===== src/rtl/id_ex_pkg.sv =====
// Shared widths, control/payload types and occupancy encoding for the ID/EX skid stage.
// The default-width types here describe the payload layout that id_ex_skid_stage mirrors with its own parameters.
package id_ex_pkg;

  localparam int ID_EX_DATA_W   = 32;
  localparam int ID_EX_ADDR_W   = 5;
  localparam int ID_EX_WB_W     = 2;
  localparam int ID_EX_MEM_W    = 2;
  localparam int ID_EX_ALU_OP_W = 2;
  localparam int ID_EX_CNT_W    = 16;

  typedef struct packed {
    logic [ID_EX_WB_W-1:0]     wb;
    logic [ID_EX_MEM_W-1:0]    mem;
    logic                      alu_src;
    logic [ID_EX_ALU_OP_W-1:0] alu_op;
    logic                      reg_dst;
  } id_ex_ctrl_t;

  typedef struct packed {
    id_ex_ctrl_t             ctrl;
    logic [ID_EX_DATA_W-1:0] rs_data;
    logic [ID_EX_DATA_W-1:0] rt_data;
    logic [ID_EX_DATA_W-1:0] imm;
    logic [ID_EX_ADDR_W-1:0] rs_addr;
    logic [ID_EX_ADDR_W-1:0] rt_addr;
    logic [ID_EX_ADDR_W-1:0] rd_addr;
  } id_ex_payload_t;

  typedef enum logic [1:0] {
    EMPTY = 2'd0,
    ONE   = 2'd1,
    TWO   = 2'd2
  } occ_e;

endpackage


===== src/rtl/id_ex_sat_cnt.sv =====
// Saturating up-counter: advances by one on inc_i and sticks at all-ones; cleared only by rst_i.
module id_ex_sat_cnt #(
  parameter int CNT_W = 16
) (
  input  logic             clk_i,
  input  logic             rst_i,
  input  logic             inc_i,
  output logic [CNT_W-1:0] cnt_o
);

  logic [CNT_W-1:0] cnt_reg;
  logic [CNT_W-1:0] cnt_next;

  always_comb begin
    cnt_next = cnt_reg;
    if (inc_i && (cnt_reg != {CNT_W{1'b1}})) begin
      cnt_next = cnt_reg + CNT_W'(1);
    end
  end

  always_ff @(posedge clk_i) begin
    if (rst_i) begin
      cnt_reg <= '0;
    end else begin
      cnt_reg <= cnt_next;
    end
  end

  assign cnt_o = cnt_reg;

endmodule


===== src/rtl/id_ex_skid_stage.sv =====
// ID/EX pipeline register with valid/ready handshake, 2-entry skid buffer, flush and bubble clearing.
// Optional stall/bubble performance counters are built when ID_EX_PERF_EN is defined.
module id_ex_skid_stage
  import id_ex_pkg::*;
#(
  parameter int DATA_W   = ID_EX_DATA_W,
  parameter int ADDR_W   = ID_EX_ADDR_W,
  parameter int WB_W     = ID_EX_WB_W,
  parameter int MEM_W    = ID_EX_MEM_W,
  parameter int ALU_OP_W = ID_EX_ALU_OP_W,
  parameter int CNT_W    = ID_EX_CNT_W
) (
  input  logic                clk_i,
  input  logic                rst_i,
  input  logic                flush_i,
  input  logic                in_valid_i,
  output logic                in_ready_o,
  input  logic [WB_W-1:0]     wb_i,
  input  logic [MEM_W-1:0]    mem_i,
  input  logic                alu_src_i,
  input  logic [ALU_OP_W-1:0] alu_op_i,
  input  logic                reg_dst_i,
  input  logic [DATA_W-1:0]   rs_data_i,
  input  logic [DATA_W-1:0]   rt_data_i,
  input  logic [DATA_W-1:0]   imm_i,
  input  logic [ADDR_W-1:0]   rs_addr_i,
  input  logic [ADDR_W-1:0]   rt_addr_i,
  input  logic [ADDR_W-1:0]   rd_addr_i,
  output logic                out_valid_o,
  input  logic                out_ready_i,
  output logic [WB_W-1:0]     wb_o,
  output logic [MEM_W-1:0]    mem_o,
  output logic                alu_src_o,
  output logic [ALU_OP_W-1:0] alu_op_o,
  output logic                reg_dst_o,
  output logic [DATA_W-1:0]   rs_data_o,
  output logic [DATA_W-1:0]   rt_data_o,
  output logic [DATA_W-1:0]   imm_o,
  output logic [ADDR_W-1:0]   rs_addr_o,
  output logic [ADDR_W-1:0]   rt_addr_o,
  output logic [ADDR_W-1:0]   rd_addr_o
`ifdef ID_EX_PERF_EN
  ,
  output logic [CNT_W-1:0]    stall_cnt_o,
  output logic [CNT_W-1:0]    bubble_cnt_o
`endif
);

  // Same layout as id_ex_payload_t, but sized by this instance's parameters.
  typedef struct packed {
    logic [WB_W-1:0]     wb;
    logic [MEM_W-1:0]    mem;
    logic                alu_src;
    logic [ALU_OP_W-1:0] alu_op;
    logic                reg_dst;
  } ctrl_t;

  typedef struct packed {
    ctrl_t               ctrl;
    logic [DATA_W-1:0]   rs_data;
    logic [DATA_W-1:0]   rt_data;
    logic [DATA_W-1:0]   imm;
    logic [ADDR_W-1:0]   rs_addr;
    logic [ADDR_W-1:0]   rt_addr;
    logic [ADDR_W-1:0]   rd_addr;
  } payload_t;

  occ_e     occ_reg;
  occ_e     occ_next;
  payload_t main_reg;
  payload_t main_next;
  payload_t skid_reg;
  payload_t skid_next;
  payload_t in_pay;
  logic     acc;
  logic     drn;

  assign in_pay.ctrl.wb      = wb_i;
  assign in_pay.ctrl.mem     = mem_i;
  assign in_pay.ctrl.alu_src = alu_src_i;
  assign in_pay.ctrl.alu_op  = alu_op_i;
  assign in_pay.ctrl.reg_dst = reg_dst_i;
  assign in_pay.rs_data      = rs_data_i;
  assign in_pay.rt_data      = rt_data_i;
  assign in_pay.imm          = imm_i;
  assign in_pay.rs_addr      = rs_addr_i;
  assign in_pay.rt_addr      = rt_addr_i;
  assign in_pay.rd_addr      = rd_addr_i;

  // Ready depends only on registered occupancy, so there is no comb path from in_valid to ready.
  assign in_ready_o  = (occ_reg != TWO);
  assign out_valid_o = (occ_reg != EMPTY);
  assign acc         = in_valid_i & in_ready_o;
  assign drn         = out_valid_o & out_ready_i;

  always_comb begin
    occ_next  = occ_reg;
    main_next = main_reg;
    skid_next = skid_reg;
    if (flush_i) begin
      occ_next       = EMPTY;
      main_next.ctrl = '0;
    end else begin
      case (occ_reg)
        EMPTY: begin
          if (acc) begin
            main_next = in_pay;
            occ_next  = ONE;
          end
        end
        ONE: begin
          if (acc && drn) begin
            main_next = in_pay;
          end else if (acc) begin
            skid_next = in_pay;
            occ_next  = TWO;
          end else if (drn) begin
            // Bubble: kill control so downstream never sees a stale write; data/addrs hold.
            main_next.ctrl = '0;
            occ_next       = EMPTY;
          end
        end
        TWO: begin
          if (drn) begin
            main_next = skid_reg;
            occ_next  = ONE;
          end
        end
        default: begin
          main_next.ctrl = '0;
          occ_next       = EMPTY;
        end
      endcase
    end
  end

  always_ff @(posedge clk_i) begin
    if (rst_i) begin
      occ_reg  <= EMPTY;
      main_reg <= '0;
      skid_reg <= '0;
    end else begin
      occ_reg  <= occ_next;
      main_reg <= main_next;
      skid_reg <= skid_next;
    end
  end

  assign wb_o      = main_reg.ctrl.wb;
  assign mem_o     = main_reg.ctrl.mem;
  assign alu_src_o = main_reg.ctrl.alu_src;
  assign alu_op_o  = main_reg.ctrl.alu_op;
  assign reg_dst_o = main_reg.ctrl.reg_dst;
  assign rs_data_o = main_reg.rs_data;
  assign rt_data_o = main_reg.rt_data;
  assign imm_o     = main_reg.imm;
  assign rs_addr_o = main_reg.rs_addr;
  assign rt_addr_o = main_reg.rt_addr;
  assign rd_addr_o = main_reg.rd_addr;

`ifdef ID_EX_PERF_EN
  id_ex_sat_cnt #(
    .CNT_W (CNT_W)
  ) u_stall_cnt (
    .clk_i (clk_i),
    .rst_i (rst_i),
    .inc_i (out_valid_o & ~out_ready_i),
    .cnt_o (stall_cnt_o)
  );

  id_ex_sat_cnt #(
    .CNT_W (CNT_W)
  ) u_bubble_cnt (
    .clk_i (clk_i),
    .rst_i (rst_i),
    .inc_i (~out_valid_o),
    .cnt_o (bubble_cnt_o)
  );
`endif

endmodule


===== config.mk =====
export PLATFORM = sky130hd
export DESIGN_NAME = id_ex_skid_stage
export DESIGN_NICKNAME = d
export VERILOG_FILES = /design/src/rtl/id_ex_pkg.sv /design/src/rtl/id_ex_sat_cnt.sv /design/src/rtl/id_ex_skid_stage.sv
export SDC_FILE = /design/constraint.sdc
export NUM_CORES = 1
export LEC_CHECK = 0
export ABC_AREA = 1
export CAP_MARGIN = 20
export CORE_MARGIN = 5
export CORE_UTILIZATION = 54
export CTS_CLUSTER_DIAMETER = 60
export DETAILED_ROUTE_END_ITERATION = 8
export PLACE_DENSITY_LB_ADDON = 0.15
export SLEW_MARGIN = 15
export SYNTH_ARGS = -nofsm -noshare
export SYNTH_HDL_FRONTEND = slang
export SYNTH_SLANG_ARGS = --single-unit

===== constraint.sdc =====
create_clock -name clk_i -period 4.3 [get_ports clk_i]
set_input_delay 1.29 -clock clk_i [delete_from_list [all_inputs] [get_ports clk_i]]
set_output_delay 1.29 -clock clk_i [all_outputs]
set_load 0.005 [all_outputs]

==> results.json <==
{
  "status": "completed",
  "cp_max_fo": 34,
  "root_buffer": "clkbuf_16",
  "slew_viol_final": 0,
  "avgSynthCellArea_um2": 6.27,
  "intPower_mw": 4.02,
  "p_total_mw": 5.28,
  "clock-sinks": 240,
  "grt_pass1_wl_mm": 43.5,
  "cp.buffers_inverters": 2,
  "startpoint": "occ_reg[0]",
  "combPwrFrac_pct": 13.2,
  "path_class": "register to primary output",
  "cp.depth": 3,
  "min_from": "mem_o[0]",
  "clk_pin_slew_ps": 60,
  "max-vdd-ir-drop_uv": 290,
  "yosysWarnings": 0,
  "finalCritPeriodShare_pct": 77.1,
  "initial_core_util_pct": 55.2,
  "r2r_start": "occ_reg[0]",
  "post-cts-setup-buffers": 0,
  "areaGrowthSynthToFinish_pct": 31.8,
  "powerDensity_nw_per_um2": 384,
  "post_synth_num_cell_types": 18,
  "grt_max_degree": 120,
  "die_y_um": 149,
  "syn_area_um2": 10400,
  "pwr-share-seq_pct": 45.4,
  "power_frac_clock_pct": 41.4,
  "drv_cap": 0,
  "p_sw_mw": 1.26,
  "p_sw_share_pct": 23.8,
  "rows": 50,
  "final_hold_viol_count": 0,
  "layout.nets": 1972,
  "ff2ff_setup_slack_ps": 1940,
  "grt_pass1_vias": 9012,
  "whs_endpoint": "mem_o[0]",
  "placed_area_um2": 12900,
  "wl_mm": 27.0,
  "antenna_found_initial": 1,
  "cp_top_family": "buffers and inverters",
  "seq_area_frac_synth_pct": 46.1,
  "reg2reg_to": "rt_data_o[14]",
  "skew_ps": 5.57,
  "fmaxAchievable_mhz": 301,
  "fp.coreArea_um2": 18900,
  "clk_latency_ps": 520,
  "rsz0062_at_grt": "no",
  "tightest_slew_ps": 896,
  "final_area_um2": 13700,
  "n_fill_cell": 1585,
  "globalplace.congestion": 0.809,
  "port_buffers": 244,
  "num_antenna_cells": 0,
  "cp_slowest_cell": "clkdlybuf4s50_1",
  "drt_iter0_markers": 684,
  "io_pins": 245,
  "cp.required_ps": 3010,
  "numCtsBuffers": 26,
  "end_kind": "primary output",
  "fin_cells": 2125,
  "cts_hold_buf": 0,
  "fin_crit_ps": 3320,
  "cts_max_level": 1,
  "post_cts_resized": 0,
  "most-common-layout-cells": "nand2_1 (602), nor2_1 (465), clkdlybuf4s50_1 (244)",
  "synth_seq_cells": 240,
  "firstDrtPassIters": 5,
  "grtUsageTotal_pct": 23.1,
  "dp_cells": 2079,
  "die-width_um": 149,
  "final_common_cell": "nand2_1",
  "r2r_cells": 9,
  "hold_path_class": "register to register",
  "leakage_nw": 6.77,
  "viasPerCell": 4.75,
  "finalSetupViolCount": 0,
  "slew-limit-headroom_pct": 40.3,
  "dieArea_um2": 22200,
  "hpwl_mm": 16.7,
  "path_cells": "inv_2 -> nand2_4 -> clkdlybuf4s50_1",
  "wire_per_inst_um": 12.7,
  "fin_setup_tns_ps": 0,
  "slowest_delay_ps": 600,
  "drive_gt1_share_pct": 3.16,
  "cts_tree": "yes",
  "drc": 0,
  "synth_fp_nets": 1789,
  "arrival_ps": 2030,
  "antenna_left": 0,
  "synthCells": 1665,
  "startpoint_type": "register",
  "min_path_cells": 2,
  "largest_reg_flops": 119,
  "grt_overflow_total": 0,
  "vias": 10100,
  "cts_buffer_depth": 3
}
## worst max-delay path by stage
| stage | end |
|---|---|
| floorplan | imm_o[0] |
| detailed placement | skid_reg[83] |
| global route | in_ready_o |
| finish | in_ready_o |
| CTS | in_ready_o |
| global placement | skid_reg[18] |
## layout make-up
cell class	instances	area, um2	share of cell area (%)
clock buffers	35	736	5.35
inverters	121	462	3.36
multi-input cells	1204	4720	34.3
repair buffers	255	2590	18.9
well taps	260	325	2.37
clock inverters	10	104	0.755
flip-flops and latches	240	4800	35.0
## power by group through the flow
| stage | clock network, mW | registers (mW) | logic [mW] |
|---|---|---|---|
| after global routing | 2.34 | 2.41 | 0.774 |
| after global placement | 0 | 2.44 | 0.684 |
| after detailed placement | 0 | 2.45 | 0.694 |
| after CTS | 2.22 | 2.40 | 0.700 |
| final | 2.19 | 2.40 | 0.695 |
| after floorplan | 0 | 2.45 | 0.322 |
## cells by family after synthesis
| kind of cell | share of synthesized area, % |
|---|---|
| AO/OA/AOI/OAI | 6.33 |
| AND/OR/NAND/NOR | 38.7 |
| buffers and inverters | 8.96 |
| flip-flops | 46.1 |
## cell usage after synthesis
library cell / instances / share of area, %
a211oi_1: 1 / 0.072
a21oi_1: 9 / 0.43
buf_1: 1 / 0.036
buf_2: 54 / 2.6
buf_4: 10 / 0.72
clkbuf_1: 35 / 1.3
clkinv_1: 1 / 0.036
dfxtp_1: 240 / 46
inv_1: 118 / 4.2
inv_2: 2 / 0.072
nand2_1: 603 / 22
nand3_1: 1 / 0.048
nor2_1: 467 / 17
nor2_2: 1 / 0.060
nor3_1: 1 / 0.048
o21ai_0: 119 / 5.7
o21ai_1: 1 / 0.048
o21bai_1: 1 / 0.072
## through the flow
step | hold slack [ps] | utilization [%] | setup WS [ps]
4_1_cts | 466 | 72.6 | 972
3_3_place_gp | 452 | 68.2 | 969
5_1_grt | 485 | 72.8 | 890
6_report | 462 | 72.8 | 983
3_5_place_dp | 457 | 68.2 | 889
2_1_floorplan | 462 | - | 2010
## per-layer routing
layer  up-vias  GRT usage, %  part of all wire, %
li1       5321             -                    -
met1      4460          30.1                   42
met2       279          38.8                   47
met3        38          6.02                  8.3
met4         2          5.03                  1.8
met5         -             0                0.045
## worst reg2reg max path: cells and delay by family, from the launching register on
kind          cells  cell delay [ps]
buf+inv           3              940
flops             1              460
simple gates      6              900
(Power assumes the default switching activity.)
